==> src/rtl/mc_core_ctrl_if.sv <==
// Control/status bundle between the multi-cycle main control FSM and the datapath.
// master = controller side, slave = datapath/IR side.
interface mc_core_ctrl_if #(
    parameter int unsigned CNT_W = 16
);
    logic             run;
    logic [6:0]       opcode;
    logic [2:0]       funct3;
    logic             funct7b30;
    logic             alu_zero;
    logic             mem_ready;

    logic             mem_req;
    logic             mem_we;
    logic             addr_sel;
    logic             ir_we;
    logic             pc_we;
    logic             pc_sel;
    logic [1:0]       alu_op;
    logic [3:0]       alu_fn;
    logic             alu_src_b;
    logic             reg_we;
    logic             mem_to_reg;
    logic             busy;
    logic [1:0]       err;
    logic [CNT_W-1:0] retired;

    modport master (
        input  run, opcode, funct3, funct7b30, alu_zero, mem_ready,
        output mem_req, mem_we, addr_sel, ir_we, pc_we, pc_sel, alu_op, alu_fn,
               alu_src_b, reg_we, mem_to_reg, busy, err, retired
    );

    modport slave (
        output run, opcode, funct3, funct7b30, alu_zero, mem_ready,
        input  mem_req, mem_we, addr_sel, ir_we, pc_we, pc_sel, alu_op, alu_fn,
               alu_src_b, reg_we, mem_to_reg, busy, err, retired
    );
endinterface

==> src/rtl/mc_core_ctrl.sv <==
// Multi-cycle main control FSM: fetch/decode/exec/mem/wb/branch sequencing for
// R-type ALU ops, LW, SW and BEQ, with memory timeout and retired counter.
module mc_core_ctrl #(
    parameter int unsigned ALU_SETTLE  = 1,
    parameter int unsigned MEM_TIMEOUT = 16,
    parameter int unsigned CNT_W       = 16
) (
    input  logic           clk,
    input  logic           rst_n,
    mc_core_ctrl_if.master bus
);
    localparam int unsigned EXEC_W = (ALU_SETTLE > 0) ? $clog2(ALU_SETTLE + 1) : 1;
    localparam int unsigned TO_W   = $clog2(MEM_TIMEOUT + 1);

    localparam logic [EXEC_W-1:0] EXEC_LAST = EXEC_W'(ALU_SETTLE);
    localparam logic [TO_W-1:0]   TO_LAST   = TO_W'(MEM_TIMEOUT - 1);

    localparam logic [6:0] OP_R   = 7'b0110011;
    localparam logic [6:0] OP_LW  = 7'b0000011;
    localparam logic [6:0] OP_SW  = 7'b0100011;
    localparam logic [6:0] OP_BEQ = 7'b1100011;

    localparam logic [1:0] ERR_NONE    = 2'b00;
    localparam logic [1:0] ERR_ILLEGAL = 2'b01;
    localparam logic [1:0] ERR_TIMEOUT = 2'b10;

    typedef enum logic [2:0] {
        S_IDLE, S_FETCH, S_DECODE, S_EXEC, S_MEM, S_WB, S_BR, S_HALT
    } state_t;

    typedef enum logic [1:0] {
        C_R, C_LW, C_SW, C_BEQ
    } cls_t;

    state_t            r_state;
    cls_t              r_cls;
    logic [1:0]        r_alu_op;
    logic [3:0]        r_alu_fn;
    logic [1:0]        r_err;
    logic [CNT_W-1:0]  r_retired;
    logic [EXEC_W-1:0] r_exec_cnt;
    logic [TO_W-1:0]   r_to_cnt;

    logic   w_mem_req;
    logic   w_wait;
    logic   w_timeout;
    logic   w_sw_done;
    logic   w_pc_we;
    state_t w_boundary;

    // Strobes are a pure decode of the current state so reset drops them at once.
    assign w_mem_req  = (r_state == S_FETCH) || (r_state == S_MEM);
    assign w_wait     = w_mem_req && !bus.mem_ready;
    assign w_timeout  = w_wait && (r_to_cnt == TO_LAST);
    assign w_sw_done  = (r_state == S_MEM) && (r_cls == C_SW) && bus.mem_ready;
    assign w_pc_we    = (r_state == S_WB) || (r_state == S_BR) || w_sw_done;
    assign w_boundary = bus.run ? S_FETCH : S_IDLE;

    assign bus.mem_req    = w_mem_req;
    assign bus.mem_we     = (r_state == S_MEM) && (r_cls == C_SW);
    assign bus.addr_sel   = (r_state == S_MEM);
    assign bus.ir_we      = (r_state == S_FETCH) && bus.mem_ready;
    assign bus.pc_we      = w_pc_we;
    assign bus.pc_sel     = (r_state == S_BR) && bus.alu_zero;
    assign bus.alu_op     = r_alu_op;
    assign bus.alu_fn     = r_alu_fn;
    assign bus.alu_src_b  = (r_state == S_EXEC) && ((r_cls == C_LW) || (r_cls == C_SW));
    assign bus.reg_we     = (r_state == S_WB);
    assign bus.mem_to_reg = (r_state == S_WB) && (r_cls == C_LW);
    assign bus.busy       = (r_state != S_IDLE) && (r_state != S_HALT);
    assign bus.err        = r_err;
    assign bus.retired    = r_retired;

    // State, latched instruction fields, error, and counters.
    always_ff @(posedge clk or negedge rst_n) begin
        if (!rst_n) begin
            r_state    <= S_IDLE;
            r_cls      <= C_R;
            r_alu_op   <= 2'b00;
            r_alu_fn   <= 4'b0000;
            r_err      <= ERR_NONE;
            r_retired  <= '0;
            r_exec_cnt <= '0;
            r_to_cnt   <= '0;
        end else begin
            if (w_pc_we) begin
                r_retired <= r_retired + CNT_W'(1);
            end
            // Wait counter only runs while a request is outstanding; any other cycle clears it.
            if (w_wait) begin
                r_to_cnt <= r_to_cnt + TO_W'(1);
            end else begin
                r_to_cnt <= '0;
            end

            case (r_state)
                S_IDLE: begin
                    if (bus.run) begin
                        r_state <= S_FETCH;
                    end
                end
                S_FETCH: begin
                    if (bus.mem_ready) begin
                        r_state <= S_DECODE;
                    end else if (w_timeout) begin
                        r_state <= S_HALT;
                        r_err   <= ERR_TIMEOUT;
                    end
                end
                S_DECODE: begin
                    r_alu_fn   <= {bus.funct7b30, bus.funct3};
                    r_exec_cnt <= '0;
                    case (bus.opcode)
                        OP_R: begin
                            r_alu_op <= 2'b10;
                            r_cls    <= C_R;
                            r_state  <= S_EXEC;
                        end
                        OP_LW: begin
                            r_alu_op <= 2'b00;
                            r_cls    <= C_LW;
                            r_state  <= S_EXEC;
                        end
                        OP_SW: begin
                            r_alu_op <= 2'b00;
                            r_cls    <= C_SW;
                            r_state  <= S_EXEC;
                        end
                        OP_BEQ: begin
                            r_alu_op <= 2'b01;
                            r_cls    <= C_BEQ;
                            r_state  <= S_EXEC;
                        end
                        default: begin
                            r_state <= S_HALT;
                            r_err   <= ERR_ILLEGAL;
                        end
                    endcase
                end
                S_EXEC: begin
                    if (r_exec_cnt == EXEC_LAST) begin
                        case (r_cls)
                            C_R:     r_state <= S_WB;
                            C_BEQ:   r_state <= S_BR;
                            default: r_state <= S_MEM;
                        endcase
                    end else begin
                        r_exec_cnt <= r_exec_cnt + EXEC_W'(1);
                    end
                end
                S_MEM: begin
                    if (bus.mem_ready) begin
                        r_state <= (r_cls == C_SW) ? w_boundary : S_WB;
                    end else if (w_timeout) begin
                        r_state <= S_HALT;
                        r_err   <= ERR_TIMEOUT;
                    end
                end
                S_WB:    r_state <= w_boundary;
                S_BR:    r_state <= w_boundary;
                S_HALT:  r_state <= S_HALT;
                default: r_state <= S_IDLE;
            endcase
        end
    end
endmodule

==> src/flat_wrapper.sv <==
// flat-port wrapper written by rule: the top's interface ports become plain ports
module mc_core_ctrl_flat 
#(
    parameter int unsigned ALU_SETTLE  = 1,
    parameter int unsigned MEM_TIMEOUT = 16,
    parameter int unsigned CNT_W       = 16
)
  (clk, rst_n, bus_run, bus_opcode, bus_funct3, bus_funct7b30, bus_alu_zero, bus_mem_ready, bus_mem_req, bus_mem_we, bus_addr_sel, bus_ir_we, bus_pc_we, bus_pc_sel, bus_alu_op, bus_alu_fn, bus_alu_src_b, bus_reg_we, bus_mem_to_reg, bus_busy, bus_err, bus_retired);
  mc_core_ctrl_if #(.CNT_W(CNT_W)) bus_i ();
  input  logic clk;
  input  logic rst_n;
  input wire logic [$bits(bus_i.run)-1:0] bus_run;
  input wire logic [$bits(bus_i.opcode)-1:0] bus_opcode;
  input wire logic [$bits(bus_i.funct3)-1:0] bus_funct3;
  input wire logic [$bits(bus_i.funct7b30)-1:0] bus_funct7b30;
  input wire logic [$bits(bus_i.alu_zero)-1:0] bus_alu_zero;
  input wire logic [$bits(bus_i.mem_ready)-1:0] bus_mem_ready;
  output wire logic [$bits(bus_i.mem_req)-1:0] bus_mem_req;
  output wire logic [$bits(bus_i.mem_we)-1:0] bus_mem_we;
  output wire logic [$bits(bus_i.addr_sel)-1:0] bus_addr_sel;
  output wire logic [$bits(bus_i.ir_we)-1:0] bus_ir_we;
  output wire logic [$bits(bus_i.pc_we)-1:0] bus_pc_we;
  output wire logic [$bits(bus_i.pc_sel)-1:0] bus_pc_sel;
  output wire logic [$bits(bus_i.alu_op)-1:0] bus_alu_op;
  output wire logic [$bits(bus_i.alu_fn)-1:0] bus_alu_fn;
  output wire logic [$bits(bus_i.alu_src_b)-1:0] bus_alu_src_b;
  output wire logic [$bits(bus_i.reg_we)-1:0] bus_reg_we;
  output wire logic [$bits(bus_i.mem_to_reg)-1:0] bus_mem_to_reg;
  output wire logic [$bits(bus_i.busy)-1:0] bus_busy;
  output wire logic [$bits(bus_i.err)-1:0] bus_err;
  output wire logic [$bits(bus_i.retired)-1:0] bus_retired;
  assign bus_i.run = bus_run;
  assign bus_i.opcode = bus_opcode;
  assign bus_i.funct3 = bus_funct3;
  assign bus_i.funct7b30 = bus_funct7b30;
  assign bus_i.alu_zero = bus_alu_zero;
  assign bus_i.mem_ready = bus_mem_ready;
  assign bus_mem_req = bus_i.mem_req;
  assign bus_mem_we = bus_i.mem_we;
  assign bus_addr_sel = bus_i.addr_sel;
  assign bus_ir_we = bus_i.ir_we;
  assign bus_pc_we = bus_i.pc_we;
  assign bus_pc_sel = bus_i.pc_sel;
  assign bus_alu_op = bus_i.alu_op;
  assign bus_alu_fn = bus_i.alu_fn;
  assign bus_alu_src_b = bus_i.alu_src_b;
  assign bus_reg_we = bus_i.reg_we;
  assign bus_mem_to_reg = bus_i.mem_to_reg;
  assign bus_busy = bus_i.busy;
  assign bus_err = bus_i.err;
  assign bus_retired = bus_i.retired;
  mc_core_ctrl #(.ALU_SETTLE(ALU_SETTLE), .MEM_TIMEOUT(MEM_TIMEOUT), .CNT_W(CNT_W)) u_core (.clk(clk), .rst_n(rst_n), .bus(bus_i));
endmodule
==> config.mk <==
export PLATFORM = sky130hd
export DESIGN_NAME = mc_core_ctrl_flat
export DESIGN_NICKNAME = d
export VERILOG_FILES = /design/src/rtl/mc_core_ctrl_if.sv /design/src/rtl/mc_core_ctrl.sv /design/src/flat_wrapper.sv
export SDC_FILE = /design/constraint.sdc
export NUM_CORES = 1
export LEC_CHECK = 0
export CORE_ASPECT_RATIO = 1.4
export CORE_MARGIN = 1
export CORE_UTILIZATION = 40
export DETAILED_ROUTE_END_ITERATION = 10
export GPL_ROUTABILITY_DRIVEN = 0
export PLACE_DENSITY = 0.67
export SYNTH_ARGS = -nofsm -noshare
export SYNTH_HDL_FRONTEND = slang
export SYNTH_SLANG_ARGS = --single-unit
==> constraint.sdc <==
create_clock -name clk -period 4.8 [get_ports clk]
set_input_delay 0.96 -clock clk [delete_from_list [all_inputs] [get_ports clk]]
set_output_delay 0.96 -clock clk [all_outputs]
set_load 0.05 [all_outputs]
==> flow_summary.json <==
{
  "status": "complete, no violations",
  "required_ps": 3840,
  "rows": 29,
  "critPathKind": "primary input to output pin",
  "cts_tree": "yes",
  "ctsResizeCount": 0,
  "synthCells": 182,
  "period_minus_slack_ps": 3749,
  "overflow": 0,
  "routed-via-count": 1467,
  "worst_setup_path_start_kind": "primary input",
  "setup_tns_ps": 0,
  "clkTransAtPathRegs_ps": 60,
  "final_nets": 254,
  "crit_path_max_fanout": 7,
  "cts_setup_buffers": 0,
  "drv_slew": 0,
  "drc": 0,
  "grt_antenna_before_repair": 0,
  "pwr_density_cell_nw_per_um2": 530.0,
  "die_h_um": 83.45,
  "leakage_uw": 0.001075,
  "clock_path_buffers": 2,
  "die_area_um2": 5022,
  "yosysSeqAreaShare_pct": 46.20,
  "post-place-cells": 286,
  "drt_iter0_markers": 49,
  "fmax_ghz": 0.2667,
  "swShare_pct": 45.10,
  "cts_hold_buffers": 0,
  "rsz0062_at_grt": "false",
  "htree_levels": 2,
  "syn_nets": 205,
  "track_usage_pct": 16.82,
  "yosysUniqueCellTypes": 46,
  "initial_core_util_pct": 41.79,
  "fillers": 417,
  "relSlewSlack_pct": 49.26,
  "p_seq_share_pct": 35.2,
  "core_area_um2": 4536,
  "io_pins": 50,
  "post-route-period-util_pct": 78.11,
  "diodes": 0,
  "final_cell_count_no_fill": 293,
  "tightest_slew_ps": 761.2,
  "cellInternalPower_uw": 726.7,
  "wl_per_cell_um": 12.68,
  "first_pass_iters": 4,
  "setup_viol": 0,
  "drt-total-wl_um": 3715,
  "drive_above_1_share_pct": 9.524,
  "cts.sinks": 35,
  "ant_nets": 0,
  "fin_skew_ps": 4.081,
  "hold_viol": 0,
  "clkPwrFrac_pct": 15.9,
  "grt_max_degree": 36,
  "dieWidth_um": 60.18,
  "clk_latency_ps": 280,
  "grt_pass1_vias": 1431,
  "min_path_type": "register to register",
  "min_path_cells": 1,
  "clockRootBuffer": "clkbuf_8",
  "hold_slack_ps": 471.6,
  "netlist_area_um2": 1896,
  "syn2layout_area_growth_pct": 31.75,
  "peakVddDrop_uv": 527.3,
  "drv_cap": 0,
  "grt_pass1_wl_um": 6396,
  "critPathArrivalTime_ps": 2790,
  "syn_avg_cell_area_um2": 10.42,
  "p_switching_uw": 596.9,
  "comb_power_share_pct": 48.9,
  "ys_ff_latch": 35,
  "port_buffers": 49,
  "yosys_warnings": 0,
  "cp-end-kind": "output pin",
  "hpwl_um": 2728,
  "rr_worst_depth": 4,
  "viasPerCell": 5.007,
  "numCtsBuffers": 5,
  "power_uw": 1324
}
-- through the flow --
stage	setup slack, ps	instance area, µm²	utilization [%]
2_1_floorplan	1736	1896	-
3_3_place_gp	1058	2410	53.13
3_5_place_dp	1068	2410	53.13
4_1_cts	1055	2497	55.06
5_1_grt	976.0	2497	55.06
6_report	1051	2497	55.06
-- cell families after synthesis --
logic type,count (synthesis),synth area share (%)
buffers and inverters,17,4.554
flip-flops,35,46.20
adder cells (fa/ha/maj),7,4.620
AND/OR/NAND/NOR,72,22.51
XOR/XNOR,17,7.855
multiplexers,5,3.168
AO/OA/AOI/OAI,29,11.09
-- flip-flops by register name, indices dropped and copies added, names as in the netlist --
name	flops
u_core.bus.alu_fn	4
u_core.bus.alu_op	2
u_core.bus.err	2
u_core.bus.retired	16
u_core.r_cls	2
u_core.r_exec_cnt	1
u_core.r_state	3
u_core.r_to_cnt	5
-- routing by layer --
| layer | global-route usage (%) | up-vias | wire (µm) | part of all wire (%) |
|---|---|---|---|---|
| met2 | 27.07 | 35 | 1871 | 50 |
| met3 | 4.496 | 8 | 174 | 4.7 |
| met1 | 20.42 | 695 | 1585 | 43 |
| li1 | - | 729 | - | - |
| met4 | 7.400 | 0 | 84 | 2.3 |
| met5 | 0 | - | 0 | 0 |
-- critical path, cell delays in order --
cell and delay (ps):
clkdlybuf4s50_1 600, a211o_4 200, and3_4 220, clkdlybuf4s50_1 810
-- power by group through the flow --
stage / combinational, µW / clock (µW) / sequential, µW
global placement: 648 / 0 / 471
detailed placement: 652 / 0 / 471
floorplan: 384 / 0 / 555
global route: 695 / 231 / 482
CTS: 654 / 219 / 466
finish: 647 / 210 / 466
-- worst paths after layout --
path / startpoint / endpoint / slack, ps
worst max-delay path: bus_mem_ready / bus_pc_we / 1050
worst min-delay path: u_core.bus.retired[15] / u_core.bus.retired[15] / 470
worst max register to register: u_core.r_state[1] / u_core.bus.alu_op[0] / 2830
worst min register to register: u_core.bus.retired[15] / u_core.bus.retired[15] / 470
max in group asynchronous: rst_n / u_core.r_state[1] / 3570
min in group asynchronous: rst_n / u_core.bus.retired[13] / 740
-- cell usage after synthesis (all sizes together) --
cell / number / share of area, %
a211o: 1 / 0.92
a21bo: 1 / 0.53
a21oi: 8 / 2.3
a22o: 2 / 0.92
a22oi: 1 / 0.40
a31o: 1 / 0.46
a31oi: 2 / 0.66
and2: 5 / 1.7
and3: 6 / 2.2
and4: 2 / 0.92
buf: 6 / 2.4
clkbuf: 1 / 0.20
dfrtp: 35 / 46
ha: 7 / 4.6
inv: 10 / 2.0
mux2: 5 / 3.2
nand2: 13 / 2.6
nand2b: 7 / 2.3
nand3: 7 / 1.8
nand4: 5 / 2.4
nor2: 14 / 2.8
nor2b: 3 / 0.99
nor3: 5 / 1.6
nor3b: 2 / 1.1
nor4: 1 / 1.1
nor4bb: 1 / 0.53
o211ai: 1 / 0.40
o21ai: 5 / 1.3
o21bai: 1 / 0.40
o221ai: 2 / 0.92
o2bb2ai: 1 / 0.46
o311ai: 1 / 0.46
o32ai: 1 / 0.46
o41ai: 1 / 0.46
or2: 1 / 0.46
xnor2: 9 / 4.2
xor2: 8 / 3.7
-- cell usage in the layout, fill, tap and decap left out, drive strengths merged, types with 2 or more instances in the layout --
master | synthesis | final
a21oi | 8 | 8
a22o | 2 | 2
a31oi | 2 | 2
and2 | 5 | 5
and3 | 6 | 6
and4 | 2 | 2
clkbuf | 1 | 6
clkdlybuf4s50 | 0 | 48
dfrtp | 35 | 35
ha | 7 | 7
inv | 10 | 10
mux2 | 5 | 5
nand2 | 13 | 13
nand2b | 7 | 7
nand3 | 7 | 7
nand4 | 5 | 5
nor2 | 14 | 14
nor2b | 3 | 3
nor3 | 5 | 5
nor3b | 2 | 2
o21ai | 5 | 5
o221ai | 2 | 2
xnor2 | 9 | 9
xor2 | 8 | 8
-- layout make-up --
class / instances / area (µm²) / area share, %
Tap cell: 62 / 77.57 / 3.106
Sequential cell: 35 / 875.8 / 35.07
Timing Repair Buffer: 49 / 485.5 / 19.44
Inverter: 10 / 37.54 / 1.503
Multi-Input combinational cell: 130 / 933.4 / 37.37
Clock buffer: 6 / 82.58 / 3.307
Clock inverter: 1 / 5.005 / 0.2004
Note: power is estimated with default switching activity, not from simulation.
